### config.mk
export PLATFORM = sky130hd
export DESIGN_NAME = mem_port_arbiter
export DESIGN_NICKNAME = d
export VERILOG_FILES = /design/src/rtl/mem_port_arbiter.sv
export SDC_FILE = /design/constraint.sdc
export NUM_CORES = 1
export LEC_CHECK = 0
export CAP_MARGIN = 10
export CORE_ASPECT_RATIO = 0.75
export CORE_UTILIZATION = 40
export DETAILED_ROUTE_END_ITERATION = 8
export PLACE_DENSITY_LB_ADDON = 0.15
export SLEW_MARGIN = 10
export SYNTH_ARGS = -nofsm -noshare
export SYNTH_HDL_FRONTEND = slang
export SYNTH_SLANG_ARGS = --single-unit
### constraint.sdc
create_clock -name clk -period 3.2 [get_ports clk]
set_input_delay 0.64 -clock clk [delete_from_list [all_inputs] [get_ports clk]]
set_output_delay 0.64 -clock clk [all_outputs]
set_load 0.01 [all_outputs]
### src/rtl/mem_port_arbiter.sv
// Arbitrates the fetch (inst) and load/store (data) requesters onto one shared
// memory port with at most one transaction outstanding.
module mem_port_arbiter #(
  parameter int DATA_PRIO = 1
) (
  input  logic        clk,
  input  logic        resetn,
  input  logic        inst_req,
  input  logic [31:0] inst_addr,
  output logic        inst_addr_ok,
  output logic        inst_data_ok,
  output logic [31:0] inst_rdata,
  input  logic        data_req,
  input  logic        data_wr,
  input  logic [1:0]  data_size,
  input  logic [3:0]  data_wstrb,
  input  logic [31:0] data_addr,
  input  logic [31:0] data_wdata,
  output logic        data_addr_ok,
  output logic        data_data_ok,
  output logic [31:0] data_rdata,
  output logic        mem_req,
  output logic        mem_wr,
  output logic [1:0]  mem_size,
  output logic [3:0]  mem_wstrb,
  output logic [31:0] mem_addr,
  output logic [31:0] mem_wdata,
  input  logic        mem_addr_ok,
  input  logic        mem_data_ok,
  input  logic [31:0] mem_rdata,
  output logic        busy
);

  typedef enum logic [1:0] {
    S_IDLE = 2'd0,
    S_HOLD = 2'd1,
    S_WAIT = 2'd2
  } state_t;

  localparam logic L_DATA_PRIO = (DATA_PRIO != 0);

  state_t      r_state;
  logic        r_owner;   // 1 = data requester owns the port
  logic        r_last;    // 1 = data was granted most recently
  logic        r_busy;
  logic        r_wr;
  logic [1:0]  r_size;
  logic [3:0]  r_wstrb;
  logic [31:0] r_addr;
  logic [31:0] r_wdata;

  logic        w_idle;
  logic        w_gnt_data;
  logic        w_req;
  logic        w_owner;
  logic        w_wr;
  logic [1:0]  w_size;
  logic [3:0]  w_wstrb;
  logic [31:0] w_addr;
  logic [31:0] w_wdata;

  assign w_idle     = (r_state == S_IDLE);
  // Data wins when alone, under fixed priority, or when inst was last granted.
  assign w_gnt_data = data_req & (~inst_req | L_DATA_PRIO | ~r_last);
  assign w_req      = resetn & (w_idle ? (inst_req | data_req) : (r_state == S_HOLD));
  assign w_owner    = w_idle ? w_gnt_data : r_owner;

  always_comb begin
    w_wr    = r_wr;
    w_size  = r_size;
    w_wstrb = r_wstrb;
    w_addr  = r_addr;
    w_wdata = r_wdata;
    if (w_idle) begin
      if (w_gnt_data) begin
        w_wr    = data_wr;
        w_size  = data_size;
        w_wstrb = data_wstrb;
        w_addr  = data_addr;
        w_wdata = data_wdata;
      end else begin
        w_wr    = 1'b0;
        w_size  = 2'd2;
        w_wstrb = 4'd0;
        w_addr  = inst_addr;
        w_wdata = 32'd0;
      end
    end
  end

  assign mem_req      = w_req;
  assign mem_wr       = w_wr;
  assign mem_size     = w_size;
  assign mem_wstrb    = w_wstrb;
  assign mem_addr     = w_addr;
  assign mem_wdata    = w_wdata;

  assign inst_addr_ok = mem_addr_ok & w_req & ~w_owner;
  assign data_addr_ok = mem_addr_ok & w_req &  w_owner;
  assign inst_data_ok = mem_data_ok & (r_state == S_WAIT) & ~r_owner;
  assign data_data_ok = mem_data_ok & (r_state == S_WAIT) &  r_owner;
  assign inst_rdata   = mem_rdata;
  assign data_rdata   = mem_rdata;
  assign busy         = r_busy;

  always_ff @(posedge clk or negedge resetn) begin
    if (!resetn) begin
      r_state <= S_IDLE;
      r_owner <= 1'b0;
      r_last  <= 1'b0;
      r_busy  <= 1'b0;
      r_wr    <= 1'b0;
      r_size  <= 2'd0;
      r_wstrb <= 4'd0;
      r_addr  <= 32'd0;
      r_wdata <= 32'd0;
    end else begin
      case (r_state)
        S_IDLE: begin
          if (w_req) begin
            r_owner <= w_gnt_data;
            r_wr    <= w_wr;
            r_size  <= w_size;
            r_wstrb <= w_wstrb;
            r_addr  <= w_addr;
            r_wdata <= w_wdata;
            r_busy  <= 1'b1;
            if (mem_addr_ok) begin
              r_state <= S_WAIT;
              r_last  <= w_gnt_data;
            end else begin
              r_state <= S_HOLD;
            end
          end
        end
        S_HOLD: begin
          if (mem_addr_ok) begin
            r_state <= S_WAIT;
            r_last  <= r_owner;
          end
        end
        S_WAIT: begin
          if (mem_data_ok) begin
            r_state <= S_IDLE;
            r_busy  <= 1'b0;
          end
        end
        default: begin
          r_state <= S_IDLE;
          r_busy  <= 1'b0;
        end
      endcase
    end
  end

endmodule

# == After elaboration in Yosys (flattened, before gate mapping) ==
# Index checks and enable logic that the tools add are counted.
# op_classes
n_addsub,0
n_div,0
n_reduce_logical,4
mux,20
eq_ne,5
n_shift,0
n_mul,0
bitwise_logic,11
n_lt_le_gt_ge,0
# op_table
cell,count
$mux 32,4
$mux 2,6
$mux 4,2
$and 1x1->1,7
$mux 1,6
$pmux 2 s3,1
$reduce_and 3->1,2
$ne 2x2->1 const B,2
$not 1->1,3
$pmux 1 s3,1
$eq 2x1->1 const B,1
$eq 2x2->1 const B,1
$logic_not 2->1,1
$ne 2x1->1 const B,1
$reduce_and 2->1,1
$or 1x1->1,1
# totals
mem_bits_rw,0
mem_count,0
mem_bits_ro,0
reg_bits,75
latch_bits,0
elab_cells,48

# == Depth between registers and ports, before layout ==
# logic_depth
word_depth,5
ltp_mapped,8
mapped_depth_nobuf,3

# == Least setup slack after synthesis ==
# Ideal clock, no wire load.
# synth_timing
kind,input port to output port
startpoint,input data_req
endpoint,output data_addr_ok
setup_slack_ns,0.756
n_path_buf,2
t_arrival_ns,1.804
t_required_ns,2.560
stages,5
path_cell_list,buf_2 buf_2 nor3_1 nor3b_1 and3b_1
# synth_via
elab_chain_cells,5
# synth_rtl
element,line_no,source
"start, declared",13,"input logic data_req,"
$or 1x1->1,65,assign w_req = resetn & (w_idle ? (inst_req | data_req) : (r_state == S_HOLD));
$mux 1,65,
$and 1x1->1,65,
via mem_req,22,"output logic mem_req,"
$and 1x1->1 (2 in series),99,assign data_addr_ok = mem_addr_ok & w_req & w_owner;
"end, declared",19,"output logic data_addr_ok,"
# The timed path passes the listed nets, and every way through them passes these cells.

# == Worst setup path after layout ==
# layout_timing
startpoint,input inst_req
endpoint,output data_addr_ok
# layout_via
elab_chain_cells,5
# layout_rtl
element,line_no,source
"start, declared",8,"input logic inst_req,"
$or 1x1->1,65,
$mux 1,65,
$and 1x1->1,65,
$and 1x1->1 (2 in series),99,
# Every way passes these cells.

==> run metrics <==
most instantiated cells after synthesis 76 x o21ai_0, 75 x dfrtp_1, 75 x nand2_1; hold buffers post-CTS 0; highest net fanout along the worst path 4; DIE AREA 12,600 µm²; CP Data Arrival Time 2.38 ns; Power Total 4.08 mW; RSZ-0062 raised after global routing false; clk slew on worst S/H paths 0.06 ns; outcome finished, final reports clean; met1 GRT Util 0.248; Fillers 1,057; Distinct cells, synth 30; fin. max-slew vios 0; layout cells sized above 1 0.0905; All-Layer GR Usage 0.206; vias in the first global route 3,900; grt total ovfl 0; leading area contributor after synthesis dfrtp_1; DR vias 3,993; top-count cell post-synth o21ai_0; Site Rows 34; CP dominant cell by count clkdlybuf4s50_1; synth warn 0; WL final 12,700 µm; Setup CP Type input pin to primary output; hold slack 0.375 ns; Slew headroom 0.495; P_leak 2.96 nW; worst skew pair latency 0.33 ns; pin count of the biggest net entering global routing 98; CP max stage delay 0.56 ns; synthesized net count 669; Worst setup SP type input pin; max-cap viol count 0; Initial Utilization 0.415; Worst VDD drop 0.000293 V; Tmin final 3.02 ns; post-synth top area share 0.386; Main synth FF type dfrtp_1; drt pass-1 iters 4; Worst Tran Pin Value 0.757 ns; register area share after synthesis 0.386; CTS tree done; Worst setup EP type primary output; Post-route DRC 0; clk buf depth 2; total CTS buffers 9; RD Place Congestion 0.760; met3 GRT Util 0.0556; cells along the critical path clkdlybuf4s50_1 -> nor3_1 -> nor3b_1 -> and3b_1 -> clkdlybuf4s50_1; Die H 97.5 µm; DIE WIDTH 129 µm; Critical Path RT 2.56 ns; H-tree depth 3; initial antenna violation count 0; cell count after synthesis 528; Post-synth ARST share 1.00; IO buf count 185; Post-CTS Setup Bufs 0; Top Ports 282; GR peak layer met2; post-CTS sizing 0; worst r2r path cells 4; Final Hold Viols 0; Final HPWL DP 9070 µm; CTS Sinks 75; global-route wire length before repair 20,100 µm; Hold Path Class input pin to async pin; initial DRC count 181; CP max-delay cell clkdlybuf4s50_1; Synth Register Bits 75; Cell Pwr Density 617 nW/µm²; fmax 0.332 GHz; routed vias/inst 5.04; clock root buffer clkbuf_16; nets 766; Antenna Nets Post-Route 0; Final Cycle Share 0.942; met2 Usage GRT 0.347; Syn Area/Cell 9.22 µm²; Diodes inserted 0; Layout area overhead 35.9%; WL per Instance 16.1 µm; final setup vio count 0; top cells by area, synth dfrtp_1 39%, buf_4 9.9%, o21ai_0 7.8%, mux2i_1 6.6%, mux2_4 6.2%; Setup Total Neg Slack 0 ns; synthesized cell area 4870 µm²; EDFF count, synth 0; Worst Clk Skew 0.00583 ns; core area 11,700 µm²
-- critical path, delay by kind of cell --
| kind | cells | cell delay, ns |
|---|---|---|
| buffers and inverters | 2 | 1.09 |
| AND/OR/NAND/NOR | 3 | 0.64 |
-- report_power, final --
| group | internal (mW) | total (mW) | switching (mW) |
|---|---|---|---|
| logic | 0.923 | 1.64 | 0.720 |
| registers | 1.23 | 1.38 | 0.150 |
| clock network | 0.665 | 1.06 | 0.395 |
| total | 2.81 | 4.08 | 1.26 |
-- placed cells by master, fill, tap and decap left out, drive strengths merged, types with 13 or more instances in the layout --
cell | netlist | routed
a21o | 32 | 32
buf | 84 | 13
clkdlybuf4s50 | 0 | 183
dfrtp | 75 | 75
mux2 | 33 | 33
mux2i | 32 | 32
nand2 | 75 | 75
nor2 | 37 | 37
o21ai | 77 | 77
o31ai | 35 | 35
-- cell type report --
cell class                      count  area, µm²  area share
Multi-Input combinational cell    342       2250       0.340
Clock buffer                       12        267      0.0403
Tap cell                          162        203      0.0306
Inverter                            1       3.75    0.000568
Timing Repair Buffer              196       1970       0.297
Clock inverter                      4       47.5     0.00719
Sequential cell                    75       1880       0.284
-- cells by family after synthesis --
logic type      count (synthesis)  share of synthesized area
flops                          75                      0.386
compound gates                154                      0.198
simple gates                  123                      0.105
buf+inv                       111                      0.154
mux                            65                      0.158
-- through the flow --
stage | utilization | cell area, µm² | std cells | worst slack (ns)
2_1_floorplan | - | 4870 | 528 | 0.756
3_3_place_gp | 0.537 | 6300 | 776 | 0.245
3_5_place_dp | 0.537 | 6300 | 776 | 0.218
4_1_cts | 0.563 | 6610 | 792 | 0.185
5_1_grt | 0.563 | 6610 | 792 | 0.0609
6_report | 0.563 | 6610 | 792 | 0.184
-- flip-flops by register name (all words and copies together), names as in the netlist --
signal	count
r_addr	32
r_wdata	32
r_wstrb	4
r_size	2
r_state	2
busy	1
r_owner	1
r_wr	1
-- final timing paths --
| path | startpoint | to | slack, ns |
|---|---|---|---|
| max | inst_req | data_addr_ok | 0.18 |
| min in group clk | r_addr[28]$_DFFE_PN0P_ | r_addr[28]$_DFFE_PN0P_ | 0.49 |
| min reg2reg | r_addr[28]$_DFFE_PN0P_ | r_addr[28]$_DFFE_PN0P_ | 0.49 |
| max in group asynchronous | resetn | r_wdata[11]$_DFFE_PN0P_ | 1.80 |
| min | resetn | r_owner$_DFFE_PN0P_ | 0.38 |
| max reg2reg | r_state[1]$_DFFE_PN0P_ | r_addr[5]$_DFFE_PN0P_ | 1.00 |
-- metal layers --
layer | vias to the layer above | share of wire
li1 | 1962 | -
met1 | 1858 | 0.41
met2 | 146 | 0.50
met3 | 27 | 0.068
met4 | 0 | 0.023
met5 | - | 0
Note: power is estimated with default switching activity, not from simulation.
